[src/rtl/bnn_pkg.sv]
// Shared types and default dimensions for the binary neural network layer controller.
package bnn_pkg;

  localparam int N_IN_DEF  = 64;
  localparam int N_OUT_DEF = 8;
  localparam int BYTE_W    = 8;
  localparam int N_BYTES   = N_IN_DEF / BYTE_W;
  localparam int W_DEPTH   = N_OUT_DEF * N_BYTES;
  localparam int ACC_W     = $clog2(N_IN_DEF + 1);
  localparam int WPTR_W    = $clog2(W_DEPTH);
  localparam int TPTR_W    = $clog2(N_OUT_DEF);
  localparam int XPTR_W    = $clog2(N_BYTES);

  typedef enum logic [1:0] {
    OP_LOAD_W = 2'd0,
    OP_LOAD_T = 2'd1,
    OP_LOAD_X = 2'd2,
    OP_CLEAR  = 2'd3
  } op_e;

  typedef enum logic [1:0] {
    ST_IDLE    = 2'd0,
    ST_COMPUTE = 2'd1,
    ST_RESULT  = 2'd2
  } state_e;

endpackage

[src/rtl/bnn_xnor_pop8.sv]
// Combinational XNOR-popcount of two bytes: number of agreeing bit positions (0..8).
module bnn_xnor_pop8 (
  input  logic [7:0] a_i,
  input  logic [7:0] b_i,
  output logic [3:0] pop_o
);

  logic [7:0] agree;

  always_comb begin
    agree = ~(a_i ^ b_i);
    pop_o = '0;
    for (int i = 0; i < 8; i++) begin
      pop_o = pop_o + {3'b000, agree[i]};
    end
  end

endmodule

[src/rtl/bnn_layer_ctrl.sv]
// Binary NN layer: loads weights/thresholds/activations over a byte command stream,
// then evaluates N_OUT XNOR-popcount neurons one byte per cycle.
module bnn_layer_ctrl
  import bnn_pkg::*;
#(
  parameter int N_IN  = N_IN_DEF,
  parameter int N_OUT = N_OUT_DEF
) (
  input  logic             clk,
  input  logic             rst_n,
  input  logic             ena,
  input  logic             cmd_valid,
  output logic             cmd_ready,
  input  logic [1:0]       cmd_op,
  input  logic [7:0]       cmd_data,
  output logic             res_valid,
  input  logic             res_ready,
  output logic [N_OUT-1:0] res_data,
  output logic             busy
);

  localparam int NB  = N_IN / BYTE_W;
  localparam int WD  = N_OUT * NB;
  localparam int WPW = $clog2(WD);
  localparam int TPW = $clog2(N_OUT);
  localparam int XPW = $clog2(NB);
  localparam int CW  = WPW;
  localparam int AW  = $clog2(N_IN + 1);

  state_e              state_q, state_d;
  logic [BYTE_W-1:0]   w_q   [WD];
  logic [BYTE_W-1:0]   thr_q [N_OUT];
  logic [BYTE_W-1:0]   x_q   [NB];
  logic [WPW-1:0]      wptr_q;
  logic [TPW-1:0]      tptr_q;
  logic [XPW-1:0]      xptr_q;
  logic [CW-1:0]       cnt_q, cnt_d;
  logic [AW-1:0]       acc_q, acc_d;
  logic [N_OUT-1:0]    bits_q, bits_d;
  logic [N_OUT-1:0]    res_data_q, res_data_d;

  logic                accept;
  logic [XPW-1:0]      b_idx;
  logic [TPW-1:0]      n_idx;
  logic [3:0]          pop;
  logic [AW-1:0]       sum;
  logic                xptr_last;

  assign b_idx     = cnt_q[XPW-1:0];
  assign n_idx     = cnt_q[CW-1:XPW];
  assign xptr_last = (xptr_q == XPW'(NB - 1));
  assign accept    = cmd_valid & cmd_ready & ena;
  assign res_data  = res_data_q;

  bnn_xnor_pop8 u_pop (
    .a_i   (w_q[cnt_q]),
    .b_i   (x_q[b_idx]),
    .pop_o (pop)
  );

  // The accumulator restarts at b=0 so each neuron sums only its own bytes.
  assign sum = ((b_idx == '0) ? '0 : acc_q) + AW'(pop);

  always_comb begin
    state_d    = state_q;
    cnt_d      = cnt_q;
    acc_d      = acc_q;
    bits_d     = bits_q;
    res_data_d = res_data_q;
    cmd_ready  = 1'b0;
    res_valid  = 1'b0;
    busy       = 1'b0;
    case (state_q)
      ST_IDLE: begin
        cmd_ready = 1'b1;
        if (cmd_valid && (op_e'(cmd_op) == OP_LOAD_X) && xptr_last) begin
          state_d = ST_COMPUTE;
          cnt_d   = '0;
        end
      end
      ST_COMPUTE: begin
        busy  = 1'b1;
        acc_d = sum;
        cnt_d = cnt_q + 1'b1;
        if (b_idx == XPW'(NB - 1)) begin
          bits_d[n_idx] = (BYTE_W'(sum) >= thr_q[n_idx]);
        end
        if (cnt_q == CW'(WD - 1)) begin
          state_d    = ST_RESULT;
          res_data_d = bits_d;
        end
      end
      ST_RESULT: begin
        busy      = 1'b1;
        res_valid = 1'b1;
        if (res_ready) begin
          state_d = ST_IDLE;
        end
      end
      default: state_d = ST_IDLE;
    endcase
  end

  always_ff @(posedge clk or negedge rst_n) begin
    if (!rst_n) begin
      state_q    <= ST_IDLE;
      wptr_q     <= '0;
      tptr_q     <= '0;
      xptr_q     <= '0;
      cnt_q      <= '0;
      acc_q      <= '0;
      bits_q     <= '0;
      res_data_q <= '0;
      for (int i = 0; i < WD; i++)    w_q[i]   <= '0;
      for (int i = 0; i < N_OUT; i++) thr_q[i] <= '0;
      for (int i = 0; i < NB; i++)    x_q[i]   <= '0;
    end else if (ena) begin
      state_q    <= state_d;
      cnt_q      <= cnt_d;
      acc_q      <= acc_d;
      bits_q     <= bits_d;
      res_data_q <= res_data_d;
      if (accept) begin
        case (op_e'(cmd_op))
          OP_LOAD_W: begin
            w_q[wptr_q] <= cmd_data;
            wptr_q      <= wptr_q + 1'b1;
          end
          OP_LOAD_T: begin
            thr_q[tptr_q] <= cmd_data;
            tptr_q        <= tptr_q + 1'b1;
          end
          OP_LOAD_X: begin
            x_q[xptr_q] <= cmd_data;
            xptr_q      <= xptr_last ? '0 : xptr_q + 1'b1;
          end
          OP_CLEAR: begin
            wptr_q <= '0;
            tptr_q <= '0;
            xptr_q <= '0;
          end
          default: ;
        endcase
      end
    end
  end

endmodule

[config.mk]
export PLATFORM = sky130hd
export DESIGN_NAME = bnn_layer_ctrl
export DESIGN_NICKNAME = d
export VERILOG_FILES = /design/src/rtl/bnn_pkg.sv /design/src/rtl/bnn_xnor_pop8.sv /design/src/rtl/bnn_layer_ctrl.sv
export SDC_FILE = /design/constraint.sdc
export NUM_CORES = 1
export LEC_CHECK = 0
export CORE_MARGIN = 5
export CORE_UTILIZATION = 41
export DETAILED_ROUTE_END_ITERATION = 8
export PLACE_DENSITY = 0.61
export SYNTH_ARGS = -nofsm -noshare
export SYNTH_HDL_FRONTEND = slang
export SYNTH_SLANG_ARGS = --single-unit
[constraint.sdc]
create_clock -name clk -period 16.95 [get_ports clk]
set_input_delay 3.39 -clock clk [delete_from_list [all_inputs] [get_ports clk]]
set_output_delay 3.39 -clock clk [all_outputs]
set_load 0.01 [all_outputs]
## Word-level counts from Yosys, hierarchy flattened

Cells that the tools add are included.

- Flip-flop bits (word level): 683
- Bits in latches: 0
- RAM bits: 0
- Bits in read-only memories: 0
- Bits of input ports: 15
- Output and inout port bits: 11
- Word-level logic and storage cells: 193
- Memories: 0

- Add/subtract/negate cells: 12
- Multipliers: 0
- Divide/modulo/power cells: 0
- Order comparisons: 12
- Equality and inequality tests: 11
- Shifts and indexed selects: 0
- Muxes and demuxes: 36
- Bitwise logic cells: 10
- Reductions and logical operators: 24

Operators with widths:

| cell | number |
|---|---|
| 512-bit bitwise mux | 1 |
| 64-bit bitwise mux | 2 |
| 8-bit 2-to-1 mux | 10 |
| 8-bit binary-select mux with 3-bit select | 2 |
| 8-bit binary-select mux with 6-bit select | 1 |
| 8-bit demux with 3-bit select | 2 |
| 8-bit demux with 6-bit select | 1 |
| 4-bit by 1-bit adder with 4-bit output | 6 |
| 6-bit case mux with 2 select lines | 2 |
| 3-bit AND reduction | 8 |
| 4-bit >= comparator, second input constant | 4 |
| 3-bit inverter with 4-bit output | 4 |
| 7-bit >= comparator, second input constant | 2 |
| 6-bit inverter with 7-bit output | 2 |
| 6-bit by 1-bit adder with 6-bit output, second input constant | 2 |
| 3-bit case mux with 2 select lines | 2 |
| 8-bit bitwise mux | 1 |
| 7-bit by 8-bit >= comparator with 1-bit output | 1 |
| 4-bit by 1-bit < comparator with 1-bit output, second input constant | 2 |
| 8-bit inverter | 1 |
| 2-bit nonzero test | 4 |
| 8-bit XOR | 1 |
| 7-bit by 4-bit adder with 7-bit output | 1 |
| 7-bit by 1-bit < comparator with 1-bit output, second input constant | 1 |
| 23 further kinds | 42 |

## Longest topological paths before layout

- Word-level depth: 17
- Mapped depth: 32
- Depth with buffers taken out: 29

## By module

A second synthesis with hierarchy kept.

- Cells, all modules: 2102
- Area, all modules: 31864.3 um^2

By module, submodules not included:

| module | instances | cells an instance | area an instance (um^2) | seq. area each (um^2) |
|---|---|---|---|---|
| bnn_layer_ctrl | 1 | 2077 | 31630.3 | 17091.4 |
| bnn_xnor_pop8 | 1 | 25 | 234.0 | 0.0 |

## Least setup slack after synthesis

OpenSTA, ideal clock, no wires.

- Kind: reg2reg
- Start point: register cnt_q[1]
- End point: register bits_q[0]
- Setup time: 0.125 ns
- Arrival: 6.594 ns
- Required time: 16.825 ns
- Setup slack: 10.232 ns
- Stages on the path, launching flop included: 31
- Path buffers: 3
- Clock period less this slack: 6.718 ns
- Cell sequence: dfrtp_1 -> buf_2 -> buf_2 -> buf_2 -> mux4_2 -> a22oi_1 -> nand4_1 -> nor3_1 -> xnor2_1 -> ha_1 -> inv_1 -> fa_1 -> fa_1 -> inv_1 -> fa_1 -> inv_1 -> fa_1 -> inv_1 -> ha_1 -> a21o_1 -> a21oi_1 -> nor2b_1 -> o21ai_0 -> xor2_1 -> nor2_1 -> ha_1 -> a21o_1 -> a21oi_1 -> o21ai_0 -> o21a_1 -> mux2_2

- Word-level cells in the longest chain between the ends: 17
- Elaborated cells on any way between the ends: 24
- Those cells by class: add/sub: 8; order compare: 1; eq/ne: 1; mux: 9; bitwise: 4; reduce/logical: 1

Ends and longest elaborated chain:

| item | line | text |
|---|---|---|
| start, declared | bnn_layer_ctrl.sv:37 | `logic [CW-1:0] cnt_q, cnt_d;` |
| start signal, assigned | bnn_layer_ctrl.sv:119 | `cnt_q <= cnt_d;` |
| 6-bit inverter with 7-bit output (implied by the code) or 3-bit inverter with 4-bit output (tied branches) | bnn_layer_ctrl.sv:56, bnn_layer_ctrl.sv:57 |  |
| 8-bit binary-select mux with 6-bit select or 8-bit binary-select mux with 3-bit select (tied branches) | bnn_layer_ctrl.sv:56, bnn_layer_ctrl.sv:57 |  |
| 8-bit 2-to-1 mux (on tied branches) (2 in a row) | bnn_layer_ctrl.sv:56, bnn_layer_ctrl.sv:57 |  |
| 8-bit XOR | bnn_xnor_pop8.sv:11 | `agree = ~(a_i ^ b_i);` |
| 8-bit inverter | bnn_xnor_pop8.sv:11 |  |
| 1-bit by 1-bit adder with 2-bit output | bnn_xnor_pop8.sv:14 | `pop_o = pop_o + {3'b000, agree[i]};` |
| 4-bit by 1-bit adder with 4-bit output (6 in a row) | bnn_xnor_pop8.sv:14 |  |
| 7-bit by 4-bit adder with 7-bit output (*) | bnn_layer_ctrl.sv:62 | `assign sum = ((b_idx == '0) ? '0 : acc_q) + AW'(pop);` |
| net sum[5] | bnn_layer_ctrl.sv:46 | `logic [AW-1:0] sum;` |
| 7-bit by 8-bit >= comparator with 1-bit output (*) | bnn_layer_ctrl.sv:86 | `bits_d[n_idx] = (BYTE_W'(sum) >= thr_q[n_idx]);` |
| 8-bit bitwise mux (*) | bnn_layer_ctrl.sv:86 |  |
| 8-bit 2-to-1 mux (*) | bnn_layer_ctrl.sv:85 | `if (b_idx == XPW'(NB - 1)) begin` |
| end signal, assigned | bnn_layer_ctrl.sv:121 | `bits_q <= bits_d;` |
| end, declared | bnn_layer_ctrl.sv:39 | `logic [N_OUT-1:0] bits_q, bits_d;` |

Mark *: on every way through the listed nets, which the timed path passes. The rest lies on a longest branch. The select of a mux whose other input is x is not followed.
A chain may end at the register's enable or synchronous reset.

## Worst setup path after layout

- Start point: register cnt_q[0]
- End point: register bits_q[1]

The elaborated chain is that of the path after synthesis.

==> reports/results.ini <==
[run_status]
status=finished clean

[die]
initial_core_util_pct=41.43
die_h_um=290
die_area_mm2=0.08410
dieWidth_um=290
rows=102
coreArea_mm2=0.07759
ios=26

[clock_network]
cts_setup_buffers=0
clkLatencyLatePin_ns=0.62
cts.repair.resized=0
htreeDepth=3
numCtsBuffers=76
clk_pin_slew_ns=0.06
hold_buffers=0
cts.sinks=683
root_buffer=clkbuf_16
cts_buffer_depth=3
cts_tree=yes

[synthesis]
syn_area_mm2=0.03214
avgSynthCellArea_um2=14.23
ys_ff_latch=683
netlist_instances=2259
synthArstFlopShare_pct=100.0
ys_seq_area_share_pct=53.17
synth_cell_types=55
synth_nets=2307
synth_top_area_share_pct=53.17
synth_top_area_cell=dfrtp_1
yosys-top-cells-count=701 x mux2_2, 683 x dfrtp_1, 107 x mux4_2
yosys-top-cells-area=dfrtp_1 53%, mux2_2 25%, mux4_2 7.5%
synth_flop_cell=dfrtp_1
yosysWarnings=0
synthMostInstantiatedCell=mux2_2
synth_edf_count=0

[timing]
worst_pin_slew_ns=1.188
finalSetupTns_ns=0
slew_violations=0
period_minus_slack_ns=8.372
slew_headroom_pct=20.60
rsz0062_at_grt=false
fmax_mhz=119.4
hold_viol=0
setup_violations=0
period_share_pct=49.39
skew_ns=0.02876

[power]
p_leak_uw=0.01684
p_int_uw=3580
swShare_pct=33.44
p_per_area_mw_per_mm2=150.6
p_sw_uw=1799
combPwrFrac_pct=33.9
p_seq_share_pct=35.2
ir_worst_vdd_mv=0.2603
clockPowerShare_pct=30.9

[global_routing]
grt_pass1_wl_um=123400
grt_antenna_before_repair=1
gr-total-overflow=0
grt_max_degree=185
track_usage_pct=18.48
grt_pass1_vias=20440

[cells_and_area]
drive_gt1_share_pct=43.90
syn2layout_area_growth_pct=11.13
final_net_count=2270
stdcell_area_mm2=0.03572

[detailed_routing]
vias_per_cell=5.700
post_drt_wl_per_cell_um=23.69
drt_first_pass_iters=5
wl_um=78710
vias=18940
drc=0
ant_nets=0
first_iter_violations=1098

[placement]
port_buffers=25
hpwl_um=48340
dpl_cell_area_mm2=0.03318
gp_congestion=0.8506

[setup_path]
critPathLaunch=cnt_q[0]$_DFFE_PN0P_
path_max_fanout=37
required_ns=17.45
path_class=reg -> reg
r2r_cells=28
end_kind=flop
critPathSlowestCell=dfrtp_4
cp-endpoint=bits_q[1]$_DFFE_PN0P_
max_stage_delay_ns=0.92
start_kind=flop
r2r-end=bits_q[1]$_DFFE_PN0P_
crit_arrival_ns=8.87
r2r-start=cnt_q[0]$_DFFE_PN0P_
r2r_setup_slack_ns=8.58

[flow_run]
cap_viol_max_count=0

[worst_hold_path]
hold_class=reg -> reg

==> metrics by stage <==
step | worst slack (ns) | total power, uW | cells | utilization [%] | hold WS [ns]
after floorplan | 10.23 | 3276 | 2259 | - | 0.4418
after global placement | 8.549 | 3710 | 3184 | 42.76 | 0.4684
after detailed placement | 8.565 | 3748 | 3184 | 42.76 | 0.4778
after CTS | 8.571 | 5447 | 3320 | 46.03 | 0.4904
after global routing | 7.984 | 5756 | 3320 | 46.03 | 0.5057
final | 8.578 | 5379 | 3322 | 46.04 | 0.4899
==> power by group through the flow <==
stage | logic, uW | clock network [uW] | registers (uW)
after global placement | 1800 | 0 | 1910
after detailed placement | 1830 | 0 | 1920
after global routing | 2080 | 1770 | 1910
after floorplan | 1450 | 0 | 1820
after CTS | 1850 | 1710 | 1890
final | 1820 | 1660 | 1890
==> routing by layer <==
metal  track usage, %  routed length (um)
met1            25.36               35200
met4            6.119                2285
met2            29.83               37590
met3            3.548                3633
met5                0                   0
==> cell type report <==
class	count	area, um^2
Multi-Input combinational cell	1391	14270
Inverter	19	71.32
Clock inverter	23	252.7
Tap cell	1040	1301
Timing Repair Buffer	51	435.4
Sequential cell	683	17100
Fill cell	6867	41870
Clock buffer	113	2285
Antenna cell	2	5.005
==> flip-flops by register name, summed over array words and instances (netlist names) <==
signal / cells
bits_q: 8
state_q: 2
xptr_q: 3
acc_q: 7
x_q: 64
thr_q: 64
tptr_q: 3
cnt_q: 6
w_q: 512
res_data: 8
wptr_q: 6
==> cells by family (layout without fill, tap and decap cells) <==
group | Yosys count | in the layout | share of synthesized area, %
compound gates | 157 | 157 | 3.309
xor+xnor | 13 | 13 | 0.3542
fa+ha+maj | 33 | 33 | 1.401
buf+inv | 185 | 206 | 2.441
flops | 683 | 683 | 53.17
mux | 883 | 883 | 34.39
other cells | 0 | 2 | 0
simple gates | 305 | 305 | 4.936
==> how the worst min path moves through the flow <==
stage | slack (ns) | end | from | cells past startpoint
3_3_place_gp | 0.47 | acc_q[0]$_DFFE_PN0P_ | acc_q[0]$_DFFE_PN0P_ | 2
3_5_place_dp | 0.48 | acc_q[0]$_DFFE_PN0P_ | acc_q[0]$_DFFE_PN0P_ | 2
6_report | 0.49 | acc_q[0]$_DFFE_PN0P_ | acc_q[0]$_DFFE_PN0P_ | 2
4_1_cts | 0.49 | acc_q[0]$_DFFE_PN0P_ | acc_q[0]$_DFFE_PN0P_ | 2
5_1_grt | 0.51 | w_q[20]$_DFFE_PN0P_ | w_q[20]$_DFFE_PN0P_ | 1
2_1_floorplan | 0.44 | acc_q[0]$_DFFE_PN0P_ | acc_q[0]$_DFFE_PN0P_ | 2
==> cell usage in the layout, fill, tap and decap left out, types with 8 or more instances in the layout <==
master	instances
mux2_2	701
dfrtp_1	679
mux4_2	107
nand2_1	98
clkbuf_16	79
mux2i_1	75
nor2_1	71
a22oi_1	50
a21oi_1	29
ha_1	28
o21ai_0	25
buf_4	24
inv_1	19
nand3_1	19
nand4_1	18
clkbuf_8	18
clkbuf_1	16
clkdlybuf4s50_1	16
nor3_1	13
clkinv_2	13
nor2_2	11
nand3b_1	11
and2_1	10
o22ai_1	8
nand2_4	8
buf_2	8
==> critical path, delay by kind of cell (launching register included) <==
kind | cells | cell delay (ns)
multiplexers | 2 | 0.88
XOR/XNOR | 2 | 0.32
adder cells (fa/ha/maj) | 7 | 2.73
flip-flops | 1 | 0.92
AO/OA/AOI/OAI | 8 | 1.69
AND/OR/NAND/NOR | 4 | 0.68
buffers and inverters | 5 | 0.97
Power figures use the tool's default switching activity.
